## config.mk

```make
export PLATFORM = sky130hd
export DESIGN_NAME = tcb_infer_sched
export DESIGN_NICKNAME = d
export VERILOG_FILES = /design/src/rtl/tcb_infer_sched.sv
export SDC_FILE = /design/constraint.sdc
export NUM_CORES = 2
export LEC_CHECK = 0
export CAP_MARGIN = 20
export CORE_AREA = 10 10 748 750
export DETAILED_ROUTE_END_ITERATION = 16
export DIE_AREA = 0 0 758 760
export HOLD_SLACK_MARGIN = 0.15
export PLACE_DENSITY_LB_ADDON = 0.25
export SLEW_MARGIN = 30
export SYNTH_ARGS = -nofsm -noshare
export SYNTH_HDL_FRONTEND = slang
export SYNTH_SLANG_ARGS = --single-unit
```

## constraint.sdc

```tcl
create_clock -name clk -period 3.4 [get_ports clk]
set_clock_uncertainty 0.15 [all_clocks]
set_input_delay 1.02 -clock clk [delete_from_list [all_inputs] [get_ports clk]]
set_output_delay 1.02 -clock clk [all_outputs]
set_load 0.005 [all_outputs]
```

## src/rtl/tcb_infer_sched.sv

```systemverilog
// rtl/tcb_infer_sched.sv - frame scheduler between the image loader and top_tcb_121_16_10
// Optional watchdog: define TCB_SCHED_TIMEOUT_EN to bound each inference to TO_CYC cycles in WAIT.
module tcb_infer_sched #(
   parameter int PIX_W  = 8,
   parameter int N_PIX  = 121,
   parameter int CLS_W  = 4,
   parameter int CNT_W  = 16,
   parameter int TO_CYC = 1024
) (
   input  logic                   clk,
   input  logic                   rst,
   input  logic [N_PIX*PIX_W-1:0] s_img,
   input  logic                   s_valid,
   output logic                   s_ready,
   output logic [N_PIX*PIX_W-1:0] img_source,
   output logic                   valid_top,
   input  logic                   ready_top,
   input  logic [CLS_W-1:0]       number,
   output logic [CLS_W-1:0]       m_class,
   output logic                   m_valid,
   input  logic                   m_ready,
   output logic [CNT_W-1:0]       frame_cnt,
   output logic                   busy,
   output logic                   timeout_err
);

   typedef enum logic [1:0] {
      ST_IDLE,
      ST_LAUNCH,
      ST_WAIT,
      ST_HOLD
   } state_t;

   state_t state;

`ifdef TCB_SCHED_TIMEOUT_EN
   localparam int WD_W = $clog2(TO_CYC);
   localparam logic [WD_W-1:0] WD_MAX = WD_W'(TO_CYC - 1);
   logic [WD_W-1:0] wd_cnt;
`endif

   always_ff @(posedge clk or negedge rst) begin
      if (!rst) begin
         state      <= ST_IDLE;
         s_ready    <= 1'b1;
         valid_top  <= 1'b0;
         m_valid    <= 1'b0;
         busy       <= 1'b0;
         img_source <= '0;
         m_class    <= '0;
         frame_cnt  <= '0;
`ifdef TCB_SCHED_TIMEOUT_EN
         wd_cnt      <= '0;
         timeout_err <= 1'b0;
`endif
      end else begin
         case (state)
            ST_IDLE: begin
               // s_ready is registered high in IDLE, so s_valid alone completes the accept
               if (s_valid) begin
                  img_source <= s_img;
                  s_ready    <= 1'b0;
                  valid_top  <= 1'b1;
                  busy       <= 1'b1;
                  state      <= ST_LAUNCH;
               end
            end
            ST_LAUNCH: begin
               valid_top <= 1'b0;
`ifdef TCB_SCHED_TIMEOUT_EN
               wd_cnt    <= '0;
`endif
               state     <= ST_WAIT;
            end
            ST_WAIT: begin
               if (ready_top) begin
                  m_class <= number;
                  m_valid <= 1'b1;
                  state   <= ST_HOLD;
               end
`ifdef TCB_SCHED_TIMEOUT_EN
               // a real result on the limit cycle takes priority over the timeout
               else if (wd_cnt == WD_MAX) begin
                  m_class     <= '1;
                  m_valid     <= 1'b1;
                  timeout_err <= 1'b1;
                  state       <= ST_HOLD;
               end else begin
                  wd_cnt <= wd_cnt + WD_W'(1);
               end
`endif
            end
            ST_HOLD: begin
               if (m_ready) begin
                  m_valid   <= 1'b0;
                  s_ready   <= 1'b1;
                  busy      <= 1'b0;
                  frame_cnt <= frame_cnt + CNT_W'(1);
                  state     <= ST_IDLE;
               end
            end
            default: state <= ST_IDLE;
         endcase
      end
   end

`ifndef TCB_SCHED_TIMEOUT_EN
   assign timeout_err = 1'b0;
`endif

endmodule

```

==> flow_summary.yaml <==
run_status:
  status: "finished, final reports clean"
drt:
  via_count: 38800
  routed_wl_um: 434000
  wirelength_met1_um: 164000
  drc: 0
  dr.pass1.iters: 5
  wire_per_inst_um: 31.7
  ant_nets: 0
  met3_length_um: 64700
  first_iter_violations: 2830
  via_per_inst: 2.84
  wl_met2_um: 189000
  top_layer_used: "met5"
global_routing:
  grt_pass1_wl_um: 529000
  grt_usage_pct: 14.4
  antenna_found_initial: 426
  grt_pass1_vias: 39500
  overflow: 0
  grt_max_degree: 108
clocking:
  cts.sinks: 994
  path_clk_slew_ps: 50
  cts_buffers: 157
  cts_max_path_buffers: 4
  clock_latency_ps: 860
  cts_root_buf: "clkbuf_16"
  cts_tree: "done"
  cts_setup_buffers: 0
  cts_htree_levels: 4
die:
  die_w_um: 758
  rows: 271
  die_height_um: 760
  ios: 1970
  die-area_um2: 576000
  start_util_pct: 6.87
  core_um2: 544000
worst_setup_path:
  cpPeakStageDelay_ps: 640
  cp-end-kind: "output port"
  cp_num_buf_inv: 1
  crit_family: "flip-flops"
  critPathLaunchType: "flip-flop"
  crit_chain: "clkdlybuf4s50_1"
  cp.required_ps: 2230
  cp_slowest_cell: "dfrtp_1"
  path_class: "flip-flop to output port"
  worst-r2r-setup-slack_ps: 910
  crit_arrival_ps: 2090
  cp_max_fo: 2
layout:
  drive_above_1_share_pct: 6.80
  postLayoutCellArea_um2: 72400
  stdcell_count: 13700
  layout_common_cells: "nand2_1 (2915), clkdlybuf4s50_1 (1936), dfrtp_1 (992), clkbuf_16 (161), buf_4 (115)"
  final_core_utilization_pct: 13.3
  final_common_cell: "nand2_1"
  nets: 7254
  area_growth_pct: 93.9
sta:
  finalWorstSetupSlack_ps: 140
  slew_headroom_pct: 46.8
  max_freq_ghz: 0.307
  rsz0062_at_grt: "false"
  setup_violations: 0
  finalHoldViolCount: 0
  tns_ps: 0
  tightest_slew_ps: 798
  fin_crit_ps: 3260
  post-route-period-util_pct: 95.9
  finalMaxSlewViolations: 0
placement:
  dp_cells: 13300
  preCtsSetupSlack_ps: 273
  gp_congestion: 0.969
  placed_cell_area_um2: 67100
  hpwl_um: 378000
  port_buffers: 1968
power_and_ir_drop:
  intPower_mw: 40.6
  p_clk_share_pct: 25.5
  power.density_nw_per_um2: 934
  seq_power_share_pct: 31.4
  switchingPower_mw: 27.1
  p_leak_nw: 32.1
  peakVddDrop_v: 0.000397
  swShare_pct: 40.0
  combPwrFrac_pct: 43.0
yosys:
  syn_nets: 5178
  synthArstFlopShare_pct: 100
  yosys_warnings: 0
  synth.avg_cell_area_um2: 8.90
  ys_seq_area_share_pct: 66.6
  synthCells: 4195
  synth_edf_count: 0
  syn_area_um2: 37400
  ys_seq_elements: 994
  synthFlopType: "dfrtp_1"
  synth_cell_types: 32
job:
  maxCapViolations: 0
hold_path:
  hp-class: "flip-flop to flip-flop"
-- cells by family (layout without fill, tap and decap cells) --
logic type | after synthesis | count (layout) | share of synthesized area [%]
buf+inv | 222 | 2414 | 2.78
mux | 6 | 6 | 0.181
simple gates | 2941 | 2941 | 29.7
xor+xnor | 15 | 15 | 0.352
flops | 994 | 994 | 66.6
compound gates | 10 | 10 | 0.151
other cells | 1 | 56 | 0.0100
fa+ha+maj | 6 | 6 | 0.201
-- routing by layer --
metal | vias up | track usage [%]
met3 | 879 | 9.33
met1 | 18600 | 16.1
met2 | 2192 | 22.8
li1 | 16900 | -
met4 | 254 | 3.57
met5 | - | 0
-- final cells by class --
class                           count  area (µm²)
Clock buffer                      226        4610
Timing Repair Buffer             2133       21600
Tap cell                         7234        9050
Multi-Input combinational cell   2979       11500
Antenna cell                       55         138
Fill cell                       62200      471000
Inverter                            6        22.5
Sequential cell                   994       24900
Clock inverter                     49         652
-- flip-flops by register name, summed over array words and instances (netlist names) --
name	count
img_source	968
state	2
m_valid	1
frame_cnt	16
busy	1
s_ready	1
valid_top	1
m_class	4
-- worst reg2reg max path, stage by stage, from the launching register on --
cell and delay, ps:
dfrtp_1 410, inv_1 120, ha_1 360, and2_4 250
buf_12 160, buf_12 180, buf_4 500, nand2_1 200
nand2_1 90
-- cell usage after synthesis (2+ instances only) --
cell      count  area share (%)
buf_2       134             1.8
nand2_2       2           0.033
buf_4         4           0.080
o21ai_0       4           0.054
a21oi_1       4           0.054
buf_6         3           0.090
ha_1          6            0.20
buf_1         5           0.050
nand3_1       4           0.054
xnor2_1      10            0.23
inv_1         6           0.060
mux2_2        6            0.18
clkbuf_1     70            0.70
nand2_1    2915              29
nor2_1        3           0.030
xor2_1        5            0.12
and3_1        2           0.033
dfrtp_1     993              67
nor3_1        3           0.040
nand4_1       4           0.067
-- power by group through the flow --
stage	sequential, mW	clock (mW)	combinational, mW
final	21.3	17.3	29.1
after global routing	21.9	18.5	31.8
after CTS	21.4	18.2	30.3
after detailed placement	21.4	0	30.3
after global placement	21.4	0	30.4
after floorplan	20.6	0	6.84
-- per-stage QoR --
step                hold WS (ps)  power, mW
floorplan                    318       27.4
global placement             307       51.8
detailed placement           311       51.6
CTS                          324       69.9
global route                 335       72.2
finish                       319       67.7
-- what timing repair did --
item,in CTS,in global routing
endpoints found under the hold margin,19,0
cloned,0,0
gates resized for setup,22,1
endpoints found under the setup margin,22,1
hold buffers,1,0
-- path summary, 6_finish.rpt --
kind / from / end / depth (start not counted)
max in group asynchronous: rst / img_source[191] / 4
worst max register to register: state[0] / img_source[819] / 8
worst min-delay path: img_source[10] / img_source[10] / 2
worst min register to register: img_source[10] / img_source[10] / 2
min in group asynchronous: rst / img_source[871] / 2
worst max-delay path: img_source[582] / img_source[582] / 1
Power figures use the tool's default switching activity.
